File: src/rtl/mem_data_path_n.sv
// Multi-channel read front end: per-channel request capture, round-robin grant into an
// address queue, and a single-outstanding memory access FSM returning data per channel.
module mem_data_path_n #(
    parameter int unsigned NUM_CH     = 4,
    parameter int unsigned ADDR_W     = 8,
    parameter int unsigned DATA_W     = 32,
    parameter int unsigned FIFO_DEPTH = 8
) (
    input  logic                          clk,
    input  logic                          rst,
    input  logic [NUM_CH-1:0]             ch_ce,
    input  logic [NUM_CH*ADDR_W-1:0]      ch_addr,
    input  logic [ADDR_W-1:0]             base_addr,
    output logic [NUM_CH*DATA_W-1:0]      ch_data,
    output logic [NUM_CH-1:0]             ch_done,
    output logic [NUM_CH-1:0]             ch_busy,
    output logic                          mem_ce,
    output logic [ADDR_W-1:0]             mem_addr,
    input  logic                          mem_valid,
    input  logic [DATA_W-1:0]             mem_data,
    output logic [$clog2(FIFO_DEPTH):0]   fifo_level
);

    localparam int unsigned CH_W  = $clog2(NUM_CH);
    localparam int unsigned PTR_W = $clog2(FIFO_DEPTH);
    localparam int unsigned LVL_W = PTR_W + 1;

    typedef enum logic [1:0] {IDLE, ISSUE, RESP} state_t;

    state_t               state_q, state_d;
    logic [NUM_CH-1:0]    pend_q;
    logic [ADDR_W-1:0]    pend_addr_q [NUM_CH];
    logic [CH_W-1:0]      rr_ptr_q;
    logic [CH_W-1:0]      fifo_id_q   [FIFO_DEPTH];
    logic [ADDR_W-1:0]    fifo_addr_q [FIFO_DEPTH];
    logic [PTR_W-1:0]     wr_ptr_q, rd_ptr_q;
    logic [CH_W-1:0]      cur_id_q;

    logic                 fifo_full_c, fifo_empty_c;
    logic                 grant_vld_c;
    logic [CH_W-1:0]      grant_id_c;
    logic [CH_W-1:0]      rr_cand_c;
    int unsigned          rr_sum_c;
    logic                 pop_c;
    logic                 capture_c;

    assign fifo_full_c  = (fifo_level == LVL_W'(FIFO_DEPTH));
    assign fifo_empty_c = (fifo_level == '0);
    assign pop_c        = (state_q == IDLE) && !fifo_empty_c;
    assign capture_c    = (state_q == ISSUE) && mem_valid;

    // Round-robin search starting one past the last granted channel
    always_comb begin
        grant_vld_c = 1'b0;
        grant_id_c  = '0;
        rr_cand_c   = '0;
        rr_sum_c    = 0;
        for (int unsigned k = 0; k < NUM_CH; k++) begin
            rr_sum_c = 32'(rr_ptr_q) + k;
            if (rr_sum_c >= NUM_CH) begin
                rr_sum_c = rr_sum_c - NUM_CH;
            end
            rr_cand_c = CH_W'(rr_sum_c);
            if (!fifo_full_c && !grant_vld_c && pend_q[rr_cand_c]) begin
                grant_vld_c = 1'b1;
                grant_id_c  = rr_cand_c;
            end
        end
    end

    always_comb begin
        state_d = state_q;
        case (state_q)
            IDLE:    if (!fifo_empty_c) state_d = ISSUE;
            ISSUE:   if (mem_valid) state_d = RESP;
            RESP:    state_d = IDLE;
            default: state_d = IDLE;
        endcase
    end

    always_ff @(posedge clk or posedge rst) begin
        if (rst) begin
            state_q <= IDLE;
        end else begin
            state_q <= state_d;
        end
    end

    // A channel completing this cycle may re-request at the same edge
    always_ff @(posedge clk or posedge rst) begin
        if (rst) begin
            pend_q   <= '0;
            ch_busy  <= '0;
            rr_ptr_q <= '0;
            for (int unsigned i = 0; i < NUM_CH; i++) begin
                pend_addr_q[i] <= '0;
            end
        end else begin
            if (grant_vld_c) begin
                rr_ptr_q <= (32'(grant_id_c) == NUM_CH - 1) ? '0 : grant_id_c + CH_W'(1);
            end
            for (int unsigned i = 0; i < NUM_CH; i++) begin
                if (grant_vld_c && (32'(grant_id_c) == i)) begin
                    pend_q[i] <= 1'b0;
                end
                if (ch_ce[i] && (!ch_busy[i] || ch_done[i])) begin
                    pend_q[i]      <= 1'b1;
                    pend_addr_q[i] <= ch_addr[i*ADDR_W +: ADDR_W];
                    ch_busy[i]     <= 1'b1;
                end else if (ch_done[i]) begin
                    ch_busy[i] <= 1'b0;
                end
            end
        end
    end

    always_ff @(posedge clk or posedge rst) begin
        if (rst) begin
            wr_ptr_q   <= '0;
            rd_ptr_q   <= '0;
            fifo_level <= '0;
        end else begin
            if (grant_vld_c) begin
                wr_ptr_q <= wr_ptr_q + PTR_W'(1);
            end
            if (pop_c) begin
                rd_ptr_q <= rd_ptr_q + PTR_W'(1);
            end
            case ({grant_vld_c, pop_c})
                2'b10:   fifo_level <= fifo_level + LVL_W'(1);
                2'b01:   fifo_level <= fifo_level - LVL_W'(1);
                default: fifo_level <= fifo_level;
            endcase
        end
    end

    // Queue storage needs no reset; occupancy is tracked by the pointers
    always_ff @(posedge clk) begin
        if (grant_vld_c) begin
            fifo_id_q[wr_ptr_q]   <= grant_id_c;
            fifo_addr_q[wr_ptr_q] <= pend_addr_q[grant_id_c] + base_addr;
        end
    end

    always_ff @(posedge clk or posedge rst) begin
        if (rst) begin
            mem_ce   <= 1'b0;
            mem_addr <= '0;
            cur_id_q <= '0;
            ch_done  <= '0;
            ch_data  <= '0;
        end else begin
            mem_ce <= (state_d == ISSUE);
            if (pop_c) begin
                cur_id_q <= fifo_id_q[rd_ptr_q];
                mem_addr <= fifo_addr_q[rd_ptr_q];
            end
            for (int unsigned i = 0; i < NUM_CH; i++) begin
                ch_done[i] <= capture_c && (32'(cur_id_q) == i);
                if (capture_c && (32'(cur_id_q) == i)) begin
                    ch_data[i*DATA_W +: DATA_W] <= mem_data;
                end
            end
        end
    end

endmodule

File: config.mk
export PLATFORM = sky130hd
export DESIGN_NAME = mem_data_path_n
export DESIGN_NICKNAME = d
export VERILOG_FILES = /design/src/rtl/mem_data_path_n.sv
export SDC_FILE = /design/constraint.sdc
export NUM_CORES = 1
export LEC_CHECK = 0
export CAP_MARGIN = 30
export CORE_AREA = 2 2 154 156
export DETAILED_ROUTE_END_ITERATION = 8
export DIE_AREA = 0 0 156 158
export GPL_TIMING_DRIVEN = 0
export PLACE_DENSITY = 0.77
export SYNTH_ARGS = -nofsm -noshare
export SYNTH_HDL_FRONTEND = slang
export SYNTH_SLANG_ARGS = --single-unit
File: constraint.sdc
create_clock -name clk -period 13.7 [get_ports clk]
set_input_delay 2.74 -clock clk [delete_from_list [all_inputs] [get_ports clk]]
set_output_delay 2.74 -clock clk [all_outputs]
set_load 0.02 [all_outputs]
== Word level (Yosys, flattened, before mapping) ==
Memory sizes are Yosys's and may differ from the RTL's. A register that Yosys moved wholly into a read port is not among the register bits.
Index checks and enable logic that the tools add are counted.

* $mul: 0
* Reductions and logical operators: 47
* $lt $le $gt $ge: 9
* Shift operators: 0
* Equal/unequal tests: 11
* Divide/modulo/power cells: 0
* Add/subtract/negate cells: 13
* Multiplexer cells: 46
* Bitwise logic cells: 1

{| class="wikitable"
|+ Operators by type and width
! operator !! count
|-
| two-way mux 1 bit || 26
|-
| two-way mux 2 bit || 11
|-
| logical AND 1 bit || 21
|-
| nonzero test 2 bit || 9
|-
| binary-select mux 8 bit (select 2 bit) || 1
|-
| two-way mux 8 bit || 2
|-
| >= comparator 3 bit (second input constant) || 4
|-
| less-than comparator 2 x 3 -> 1 bit (second input constant) || 4
|-
| equality test 2 x 1 -> 1 bit (second input constant) || 5
|-
| equality test 2 bit (second input constant) || 5
|-
| logical NOT 1 bit || 9
|-
| adder 8 bit || 1
|-
| binary-select mux 1 bit (select 2 bit) || 4
|-
| case mux 4 bit (2 select lines) || 1
|-
| subtractor 2 x 1 -> 2 bit (second input constant) || 4
|-
| adder 2 x 2 -> 3 bit (second input constant) || 2
|-
| adder 3 x 1 -> 3 bit (second input constant) || 2
|-
| logical NOT 2 bit || 3
|-
| adder 4 x 1 -> 4 bit (second input constant) || 1
|-
| equality test 4 bit (second input constant) || 1
|-
| logical NOT 4 bit || 1
|-
| logical OR 1 bit || 4
|-
| case mux 2 bit (2 select lines) || 1
|-
| subtractor 4 x 1 -> 4 bit (second input constant) || 1
|-
| 4 further kinds || 4
|}

* Logic and storage cells: 152
* Register bits after elaboration: 187
* ROM bits: 0
* Memories kept: 2
* RAM bits: 80
* Bits in latches: 0
* Bits of input ports: 79

{| class="wikitable"
|+ Memories
! memory !! words !! width !! read ports !! clocked after Yosys merged registers in !! wr ports !! line !! RTL
|-
| fifo_addr_q || 8 || 8 || 1 || 1 || 1 || 35 || <nowiki>logic [ADDR_W-1:0] fifo_addr_q [FIFO_DEPTH];</nowiki>
|-
| fifo_id_q || 8 || 2 || 1 || 1 || 1 || 34 || <nowiki>logic [CH_W-1:0] fifo_id_q [FIFO_DEPTH];</nowiki>
|}

== Longest topological paths before layout ==
Gate-level depths: netlist (run 1).

* Depth after elaboration: 23
* Depth in mapped cells: 18

== Least setup slack after synthesis (run 1) ==
Ideal clock, no wire load.

* Kind: input to register
* Start: input base_addr[1]
* End: memory fifo_addr_q[0][7] (data pin)
* Path buffers: 0
* Cell stages on the path: 8
* Setup time: 0.231 ns
* Arrival: 4.097 ns
* Required time: 13.469 ns
* Slack: 9.372 ns
* Path through: ha_1 a21oi_1 nor2b_1 o21a_1 o21a_1 nor2_1 o21ai_0 xnor2_1

* Word-level cells in the longest chain between the ends: 1

{| class="wikitable"
|+ Ends and longest elaborated chain
! what !! line !! RTL
|-
| from (decl) || 13 || <nowiki>input logic [ADDR_W-1:0] base_addr,</nowiki>
|-
| adder 8 bit || 141 || <nowiki>fifo_addr_q[wr_ptr_q] <= pend_addr_q[grant_id_c] + base_addr;</nowiki>
|-
| to (decl) || 35 ||
|}

Every way passes these cells.

== Final worst setup path (run 1) ==
* Start: input base_addr[1]
* End: memory fifo_addr_q[4][7] (data pin)

The elaborated chain is that of the path after synthesis.

==> results of run 1 <==
[stage by stage]
step	cells	hold slack [ns]	instance area, um2	power (uW)
after CTS	1416	0.476	15000	4340
after detailed placement	1362	0.461	14000	3550
after floorplan	839	0.471	11300	2750
after global placement	1356	0.457	13900	3460
final	1417	0.472	15000	4300
after global routing	1417	0.499	15000	4570
[per-layer routing]
layer / vias to the layer above / track usage [%] / part of all wire, %
met1: 3610 / 29.5 / 42
met2: 205 / 36.6 / 49
met5: - / 0 / 0
met3: 54 / 4.16 / 5.9
li1: 3415 / - / -
met4: 0 / 7.56 / 2.9
[flip-flops by register name, summed over array words and instances (netlist names)]
name and flops:
ch_data 128, fifo_addr_q 64, pend_addr_q 32, fifo_id_q 16
mem_addr 8, ch_busy 4, ch_done 4, fifo_level 4
pend_q 4, rd_ptr_q 3, wr_ptr_q 3, cur_id_q 2
rr_ptr_q 2, state_q 2, mem_ce 1
[worst max-delay path: stages]
cell and delay [ns]:
clkdlybuf4s50_1 0.45, ha_1 0.33, a21oi_1 0.14, nor2b_1 0.07
o21a_1 0.18, o21a_1 0.16, nor2_1 0.14, o21ai_0 0.14
xnor2_1 0.61
[placed cells by master, fill, tap and decap left out, drive strengths merged, types with 18 or more instances in the layout]
| cell | instances |
|---|---|
| buf | 29 |
| clkbuf | 54 |
| clkdlybuf4s50 | 227 |
| dfrtp | 197 |
| edfxtp | 80 |
| inv | 19 |
| mux2 | 96 |
| mux2i | 24 |
| mux4 | 20 |
| nand2 | 239 |
| o21ai | 18 |
[logic make-up (layout without fill, tap and decap cells)]
| group | Yosys count | in the layout | share of synthesized area [%] |
|---|---|---|---|
| simple gates | 285 | 285 | 10.6 |
| flops | 277 | 277 | 65.1 |
| mux | 140 | 140 | 15.7 |
| buf+inv | 53 | 341 | 2.25 |
| compound gates | 52 | 52 | 3.15 |
| fa+ha+maj | 18 | 18 | 2.13 |
| xor+xnor | 14 | 14 | 1.09 |
[power groups by stage]
stage / clock (uW) / combinational [uW] / sequential, uW
after floorplan: 0 / 952 / 1790
after global placement: 0 / 1900 / 1560
after detailed placement: 0 / 1970 / 1580
after CTS: 792 / 1980 / 1570
after global routing: 826 / 2140 / 1610
final: 777 / 1960 / 1570
[worst max path at each step]
stage	from	endpoint	slack, ns	cells past startpoint
finish	base_addr[1]	fifo_addr_q[4][7]	8.95	9
global route	base_addr[1]	fifo_addr_q[4][7]	8.88	9
CTS	base_addr[1]	fifo_addr_q[4][7]	8.99	9
detailed placement	base_addr[1]	fifo_addr_q[4][7]	8.47	9
global placement	rst	fifo_level[2]	2.87	2
floorplan	rst	ch_busy[0]	5.59	1
[cell type report]
class / count / share of cell area (%)
well taps: 290 / 2.42
clock buffers: 41 / 5.42
multi-input cells: 509 / 24.8
plain buffers: 35 / 1.25
clock inverters: 13 / 0.919
repair buffers: 234 / 15.7
flip-flops and latches: 277 / 49.0
inverters: 18 / 0.501
==> metrics.cfg, run 1 <==
[run_status]
status=finished, final reports clean

[power]
seqPwrFrac_pct=36.4
power_frac_clock_pct=18.1
swShare_pct=36.2
switchingPower_uw=1560
combPwrFrac_pct=45.6
leakage_uw=0.00640
ir_drop_mv=0.177
intPower_uw=2750
p_per_area_nw_per_um2=287

[min_path]
min_to=ch_data[60]
hold_depth=2
hp-class=reg -> reg
min_from=ch_data[60]

[setup_path]
rrSetupSlack_ns=9.33
timing.rr.start=pend_q[0]
worst_ep_required_time_ns=13.94
cp-start-kind=primary input
path_max_fanout=8
r2r-end=fifo_addr_q[4][7]
reg2reg_depth=14
setup.worst_path.class=in -> reg
end_kind=flip-flop
arrival_ns=4.98

[floorplan]
row_count=56
die-area_um2=24600
ioPinCount=228
dieWidth_um=156
coreArea_um2=23100
start_util_pct=48.9
fp.dieH_um=158

[synth]
synth_enable_flop_cells=80
netlist_top_cells_count=nand2_1, dfrtp_1, mux2_2
ys_types=46
synth.top_cell.area_share_pct=43.7
synth.avg_cell_area_um2=13.4
yosysWarningCount=0
ys.flop_type=dfrtp_1
syn_area_um2=11300
netlist_instances=839
synth_top_area_cell=dfrtp_1
synthArstFlopShare_pct=71.1
ys_ff_latch=277
synth_nets=936
synth_most_common_cell=nand2_1
ys_seq_area_share_pct=65.1
synthTopCellsByArea=dfrtp_1, edfxtp_1, mux2_2, nand2_1, mux4_2

[cells_and_area]
multi_input_area_um2=3710
n_antenna_cell=0
fillerInstances=1704
fin_nets=1201
drive_gt1_share_pct=17.5
seq_area_um2=7330
area_delta_synth_final_pct=32.8
finish.utilization_pct=64.9

[drt]
dr_total_vias=7284
drt-total-wl_mm=27.0
wl_per_cell_um=19.1
drtIter0Drc=440
post-route-drc-count=0
drtAntennaViolNets=0
first_pass_iters=5
vias_per_cell=5.14

[sta]
skew_ns=0.0125
rsz0062_at_grt=no
max_freq_ghz=0.211
slew_headroom_pct=35.0
setup_viol=0
setup_tns_ns=0
hold_viol_final=0
period_share_pct=34.6
tightest_slew_ns=0.970
period_needed_ns=4.75
slew_violations=0
worst_slack_ns=8.95

[place]
gp_congestion=0.797
pre_cts_ws_ns=8.47
io_buffers=227
post-dp-hpwl_mm=19.1

[cts]
cts.path.max_buffers=3
post_cts_buffers=0
cts_resized=0
clkSinkCount=277
cts.reportedPaths.clkPinSlew_ns=0.06
cts_made_buffers=29
cts-root-buf=clkbuf_16
clk_latency_ns=0.54
htree_levels=1
cts_tree=built
ctsHoldBuffers=0

[job]
max_cap_viol_count=0

[grt]
antenna_found_initial=0
grt_max_degree=107
grt_use_total_pct=22.1
grt_pass1_vias=7736
overflow=0
grt_pass1_wl_mm=42.4

(Power assumes the default switching activity.)
==> run 2: changes to the inputs <==
- clock period: 13.7 -> 4.8 ns (I/O delays scaled with it)
==> metrics.cfg, run 2 (synthesis results as in run 1) <==
[run_status]
status=finished, final reports clean  ; unchanged

[setup_path]
arrival_ns=4.64  ; was 4.98 ns
cpMaxStageDelayCell=o41ai_4  ; was xnor2_1
slowest_delay_ns=0.84  ; was 0.61 ns
setup.worst_path.end=fifo_addr_q[2][7]  ; was fifo_addr_q[4][7]
critPathBufInv=3  ; was 1
cp_cell_sequence=buf_6, o41ai_4, a2111oi_4, buf_6, buf_12, a211oi_1, a21oi_1, ha_1, nor2b_1, o21a_1, o21a_1, nor2_1, o21ai_0, xnor2_1  ; was clkdlybuf4s50_1, ha_1, a21oi_1, nor2b_1, o21a_1, o21a_1, nor2_1, o21ai_0, xnor2_1
reg2reg_depth=14  ; unchanged
cp-start-kind=flip-flop  ; was primary input
worst_ep_required_time_ns=5.03  ; was 13.94 ns
rrSetupSlack_ns=0.39  ; was 9.33 ns
end_kind=flip-flop  ; unchanged
crit_family=compound AO/OA/AOI/OAI gates  ; unchanged
setup.worst_path.class=reg -> reg  ; was in -> reg
startpoint=pend_q[0]  ; was base_addr[1]
r2r-end=fifo_addr_q[2][7]  ; was fifo_addr_q[4][7]
timing.rr.start=pend_q[0]  ; unchanged
path_max_fanout=19  ; was 8
cp.depth=14  ; was 9

[power]
power_frac_clock_pct=18.5  ; was 18.1%
seqPwrFrac_pct=36.2  ; was 36.4%
power.total_uw=12300  ; was 4300 uW
swShare_pct=36.0  ; was 36.2%
p_per_area_nw_per_um2=819  ; was 287 nW/um2
combPwrFrac_pct=45.3  ; was 45.6%
ir_drop_mv=0.499  ; was 0.177 mV
switchingPower_uw=4440  ; was 1560 uW
leakage_uw=0.00643  ; was 0.00640 uW
intPower_uw=7890  ; was 2750 uW

[sta]
max_freq_ghz=0.227
hold_viol_final=0  ; unchanged
slew_headroom_pct=30.5  ; was 35.0%
rsz0062_at_grt=no  ; unchanged
skew_ns=0.00741  ; was 0.0125 ns
setup_viol=0  ; unchanged
tightest_slew_ns=1.04  ; was 0.970 ns
period_needed_ns=4.41
setup_tns_ns=0  ; unchanged
slew_violations=0  ; unchanged
whs_ns=0.472  ; about the same
period_share_pct=91.8

[cts]
cts.path.max_buffers=3  ; unchanged
cts_resized=0  ; unchanged
cts_tree=built  ; unchanged
clkSinkCount=277  ; unchanged
cts-root-buf=clkbuf_16  ; unchanged
cts.reportedPaths.clkPinSlew_ns=0.06  ; about the same
cts_made_buffers=29  ; unchanged
ctsHoldBuffers=0  ; unchanged
htree_levels=1  ; unchanged
post_cts_buffers=0  ; unchanged
clk_latency_ns=0.53  ; was 0.54 ns

[grt]
grt_pass1_vias=7512  ; was 7,736
overflow=0  ; unchanged
antenna_found_initial=0  ; unchanged
grt_pass1_wl_mm=41.9  ; was 42.4 mm
grt_max_degree=43  ; was 107
grt_use_total_pct=21.8  ; was 22.1%

[place]
gp_congestion=0.797  ; about the same
placed_cell_area_um2=14100  ; was 14,000 um2
placed_cells=1367  ; was 1,362
io_buffers=227  ; unchanged
post-dp-hpwl_mm=19.2  ; was 19.1 mm

[drt]
drtAntennaViolNets=0  ; unchanged
dr_total_vias=7341  ; was 7,284
wl_per_cell_um=18.9  ; was 19.1 um
vias_per_cell=5.18  ; was 5.14
drt-total-wl_mm=26.8  ; was 27.0 mm
post-route-drc-count=0  ; unchanged
first_pass_iters=5  ; unchanged
drtIter0Drc=370  ; was 440

[cells_and_area]
reg.largest.list=ch_data (128), fifo_addr_q (64), pend_addr_q (32)  ; unchanged
fillerInstances=1743  ; was 1,704
regMostFlops=ch_data  ; unchanged
largest_reg_flops=128  ; unchanged
fin_area_um2=15100  ; was 15,000 um2
layout.cells.non_filler=1418  ; was 1,417
final_cell_mix=nand2_1, clkdlybuf4s50_1, dfrtp_1  ; unchanged
n_antenna_cell=0  ; unchanged
final_common_cell=nand2_1  ; unchanged
drive_gt1_share_pct=18.1  ; was 17.5%
fin_nets=1205  ; was 1,201
area_delta_synth_final_pct=33.6  ; was 32.8%

[job]
max_cap_viol_count=0  ; unchanged

[floorplan]
fp.dieH_um=158  ; unchanged
start_util_pct=48.9  ; unchanged
ioPinCount=228  ; unchanged
die-area_um2=24600  ; unchanged
dieWidth_um=156  ; unchanged
row_count=56  ; unchanged
coreArea_um2=23100  ; unchanged

[min_path]
hp-class=reg -> reg  ; unchanged

-- run 2: cell types whose count changed in the layout (fill, tap and decap cells not counted), sizes merged --
cell      previous run  this run
buf                 29        33
clkbuf              54        52
clkinvlp             0         4
clkinv               9         5
bufinv               3         4
inv                 19        17
-- run 2: how the worst min path moves through the flow --
stage,from,to,slack [ns],cells after the start
3_5_place_dp,ch_data[111],ch_data[111],0.46,2
3_3_place_gp,ch_data[103],ch_data[103],0.46,2
5_1_grt,ch_data[111],ch_data[111],0.50,2
6_report,ch_data[111],ch_data[111],0.47,2
4_1_cts,ch_data[111],ch_data[111],0.48,2
2_1_floorplan,pend_addr_q[26],pend_addr_q[26],0.47,1
-- run 2: per-stage QoR --
stage	util (%)	setup slack (ns)
6_report	65.3	0.393
5_1_grt	65.3	0.0126
4_1_cts	65.3	0.394
3_5_place_dp	61.1	0.435
3_3_place_gp	60.3	-0.413
2_1_floorplan	-	1.29
-- run 2: layout make-up --
type                            instances  area, um2  area share (%)
Sequential cell                       277       7330            48.7
Timing Repair Buffer                  238       2420            16.1
Tap cell                              290        363            2.41
Inverter                               18       71.3           0.474
Clock inverter                         12        169            1.12
Buffer                                 35        186            1.24
Multi-Input combinational cell        509       3710            24.6
Clock buffer                           39        803            5.33
-- run 2: power groups by stage --
stage | Sequential, uW | Combinational, uW | Clock [uW]
floorplan | 5120 | 2720 | 0
global placement | 4450 | 5420 | 0
detailed placement | 4500 | 5620 | 0
CTS | 4470 | 5640 | 2330
global route | 4580 | 6090 | 2420
finish | 4470 | 5580 | 2280
-- run 2: worst reg2reg max path, cell delays in order, from the launching register on --
cell,delay [ns]
dfrtp_1,0.38
buf_6,0.14
o41ai_4,0.85
a2111oi_4,0.18
buf_6,0.22
buf_12,0.16
a211oi_1,0.32
a21oi_1,0.08
ha_1,0.36
nor2b_1,0.16
o21a_1,0.18
o21a_1,0.16
nor2_1,0.16
o21ai_0,0.15
xnor2_1,0.60
-- run 2: layer usage --
metal | part of all wire (%) | track usage [%]
met1 | 43 | 30.0
met2 | 49 | 35.9
met3 | 5.4 | 3.75
met4 | 2.6 | 6.64
met5 | 0 | 0
==> run 3: changes to the inputs <==
- SLEW_MARGIN: default -> 10
==> metrics.cfg, run 3 (synthesis results as in run 1) <==
[power]
ir_drop_mv=0.450  ; was 0.499 mV
p_per_area_nw_per_um2=812  ; was 819 nW/um2
leakage_uw=0.00643  ; about the same

[cts]
cts.path.max_buffers=3  ; unchanged
ctsHoldBuffers=0  ; unchanged
cts-root-buf=clkbuf_16  ; unchanged
cts_made_buffers=29  ; unchanged
cts_tree=built  ; unchanged
cts.reportedPaths.clkPinSlew_ns=0.06  ; about the same
clk_latency_ns=0.53  ; about the same
post_cts_buffers=0  ; unchanged
clkSinkCount=277  ; unchanged
htree_levels=1  ; unchanged
cts_resized=0  ; unchanged

[min_path]
hold_depth=2  ; unchanged
min_from=ch_data[120]  ; was ch_data[111]
hp-class=reg -> reg  ; unchanged
min_to=ch_data[120]  ; was ch_data[111]

[cells_and_area]
area_delta_synth_final_pct=33.5  ; was 33.6%
finish.utilization_pct=65.3  ; about the same
reg.largest.list=ch_data (128), fifo_addr_q (64), pend_addr_q (32)  ; unchanged
fin_area_um2=15000  ; was 15,100 um2
fin_nets=1209  ; was 1,205
final_cell_mix=nand2_1, clkdlybuf4s50_1, dfrtp_1  ; unchanged
largest_reg_flops=128  ; unchanged
drive_gt1_share_pct=18.1  ; about the same
fillerInstances=1747  ; was 1,743
regMostFlops=ch_data  ; unchanged
final_common_cell=nand2_1  ; unchanged

[sta]
skew_ns=0.00795  ; was 0.00741 ns
tightest_slew_ns=0.930  ; was 1.04 ns
slew_headroom_pct=37.8  ; was 30.5%
setup_tns_ns=0  ; unchanged
period_share_pct=91.1  ; was 91.8%
rsz0062_at_grt=no  ; unchanged
setup_viol=0  ; unchanged
slew_violations=0  ; unchanged
max_freq_ghz=0.229  ; was 0.227 GHz
period_needed_ns=4.37  ; was 4.41 ns
hold_viol_final=0  ; unchanged

[drt]
drtAntennaViolNets=0  ; unchanged
wl_per_cell_um=18.9  ; about the same
drtIter0Drc=501  ; was 370
vias_per_cell=5.20  ; was 5.18
post-route-drc-count=0  ; unchanged
first_pass_iters=4  ; was 5
dr_total_vias=7404  ; was 7,341
drt-total-wl_mm=27.0  ; was 26.8 mm

[setup_path]
critPathBufInv=3  ; unchanged
crit_family=compound AO/OA/AOI/OAI gates  ; unchanged
slowest_delay_ns=0.87  ; was 0.84 ns
setup.worst_path.class=reg -> reg  ; unchanged
path_max_fanout=19  ; unchanged
reg2reg_depth=14  ; unchanged
r2r-end=fifo_addr_q[5][7]  ; was fifo_addr_q[2][7]
cp.depth=14  ; unchanged
cp_cell_sequence=buf_6, o41ai_4, a2111oi_4, buf_6, buf_12, a211oi_1, a21oi_1, ha_1, nor2b_1, o21a_1, o21a_1, nor2_1, o21ai_0, xnor2_1  ; unchanged
cpMaxStageDelayCell=o41ai_4  ; unchanged
worst_ep_required_time_ns=5.04  ; was 5.03 ns
arrival_ns=4.61  ; was 4.64 ns
cp-start-kind=flip-flop  ; unchanged
timing.rr.start=pend_q[0]  ; unchanged
rrSetupSlack_ns=0.43  ; was 0.39 ns
end_kind=flip-flop  ; unchanged

[floorplan]
coreArea_um2=23100  ; unchanged
die-area_um2=24600  ; unchanged
row_count=56  ; unchanged
dieWidth_um=156  ; unchanged
ioPinCount=228  ; unchanged
start_util_pct=48.9  ; unchanged
fp.dieH_um=158  ; unchanged

[grt]
grt_pass1_vias=7557  ; was 7,512
grt_pass1_wl_mm=41.8  ; was 41.9 mm
grt_use_total_pct=21.7  ; was 21.8%
grt_max_degree=38  ; was 43
overflow=0  ; unchanged
antenna_found_initial=1  ; was 0

[place]
io_buffers=227  ; unchanged
gp_congestion=0.797  ; unchanged
placed_cell_area_um2=14100  ; about the same
post-dp-hpwl_mm=19.4  ; was 19.2 mm

[job]
max_cap_viol_count=0  ; unchanged

[run_status]
status=finished, final reports clean  ; unchanged

-- run 3: layout make-up --
class,count,area [um2],area share [%]
buffer,35,186,1.24
multi-input combinational,509,3710,24.7
antenna,1,2.50,0.0166
clock buffer,42,815,5.42
inverter,18,71.3,0.474
clock inverter,11,93.8,0.624
timing repair buffer,242,2470,16.4
tap,290,363,2.41
sequential,277,7330,48.7
-- run 3: worst max-delay path by stage --
stage / to / startpoint
final: fifo_addr_q[5][7] / pend_q[0]
after floorplan: ch_busy[0] / rst
after global routing: fifo_addr_q[5][7] / pend_q[1]
after detailed placement: fifo_addr_q[5][7] / pend_q[0]
after global placement: pend_addr_q[27] / rst
after CTS: fifo_addr_q[3][7] / pend_q[0]
-- run 3: power by group --
part / leakage [uW] / switching (uW) / internal [uW] / total, uW
clock network: 0.000443 / 897 / 1230 / 2130
registers: 0.00314 / 493 / 3980 / 4470
logic: 0.00285 / 3060 / 2550 / 5610
total: 0.00643 / 4450 / 7760 / 12200
-- run 3: layer usage --
metal	GRT usage [%]	wire length (um)	up-vias	part of all wire [%]
li1	-	-	3440	-
met1	29.3	11600	3708	43
met2	36.4	13300	213	49
met3	3.59	1430	43	5.3
met4	6.82	689	0	2.6
met5	0	0	-	0
-- run 3: worst register-to-register path: cells and delay by family (launching register included) --
kind	cells	cell delay, ns
compound gates	7	1.97
xor+xnor	1	0.57
fa+ha+maj	1	0.33
buf+inv	3	0.53
flops	1	0.38
simple gates	2	0.32
-- run 3: through the flow --
stage / total power (uW) / worst slack (ns) / cells / hold WS [ns]
after floorplan: 7840 / 1.29 / 839 / 0.471
after global placement: 9870 / -0.413 / 1356 / 0.457
after detailed placement: 10100 / 0.412 / 1370 / 0.461
after CTS: 12300 / 0.392 / 1423 / 0.476
after global routing: 12900 / 0.153 / 1425 / 0.487
final: 12200 / 0.426 / 1425 / 0.471
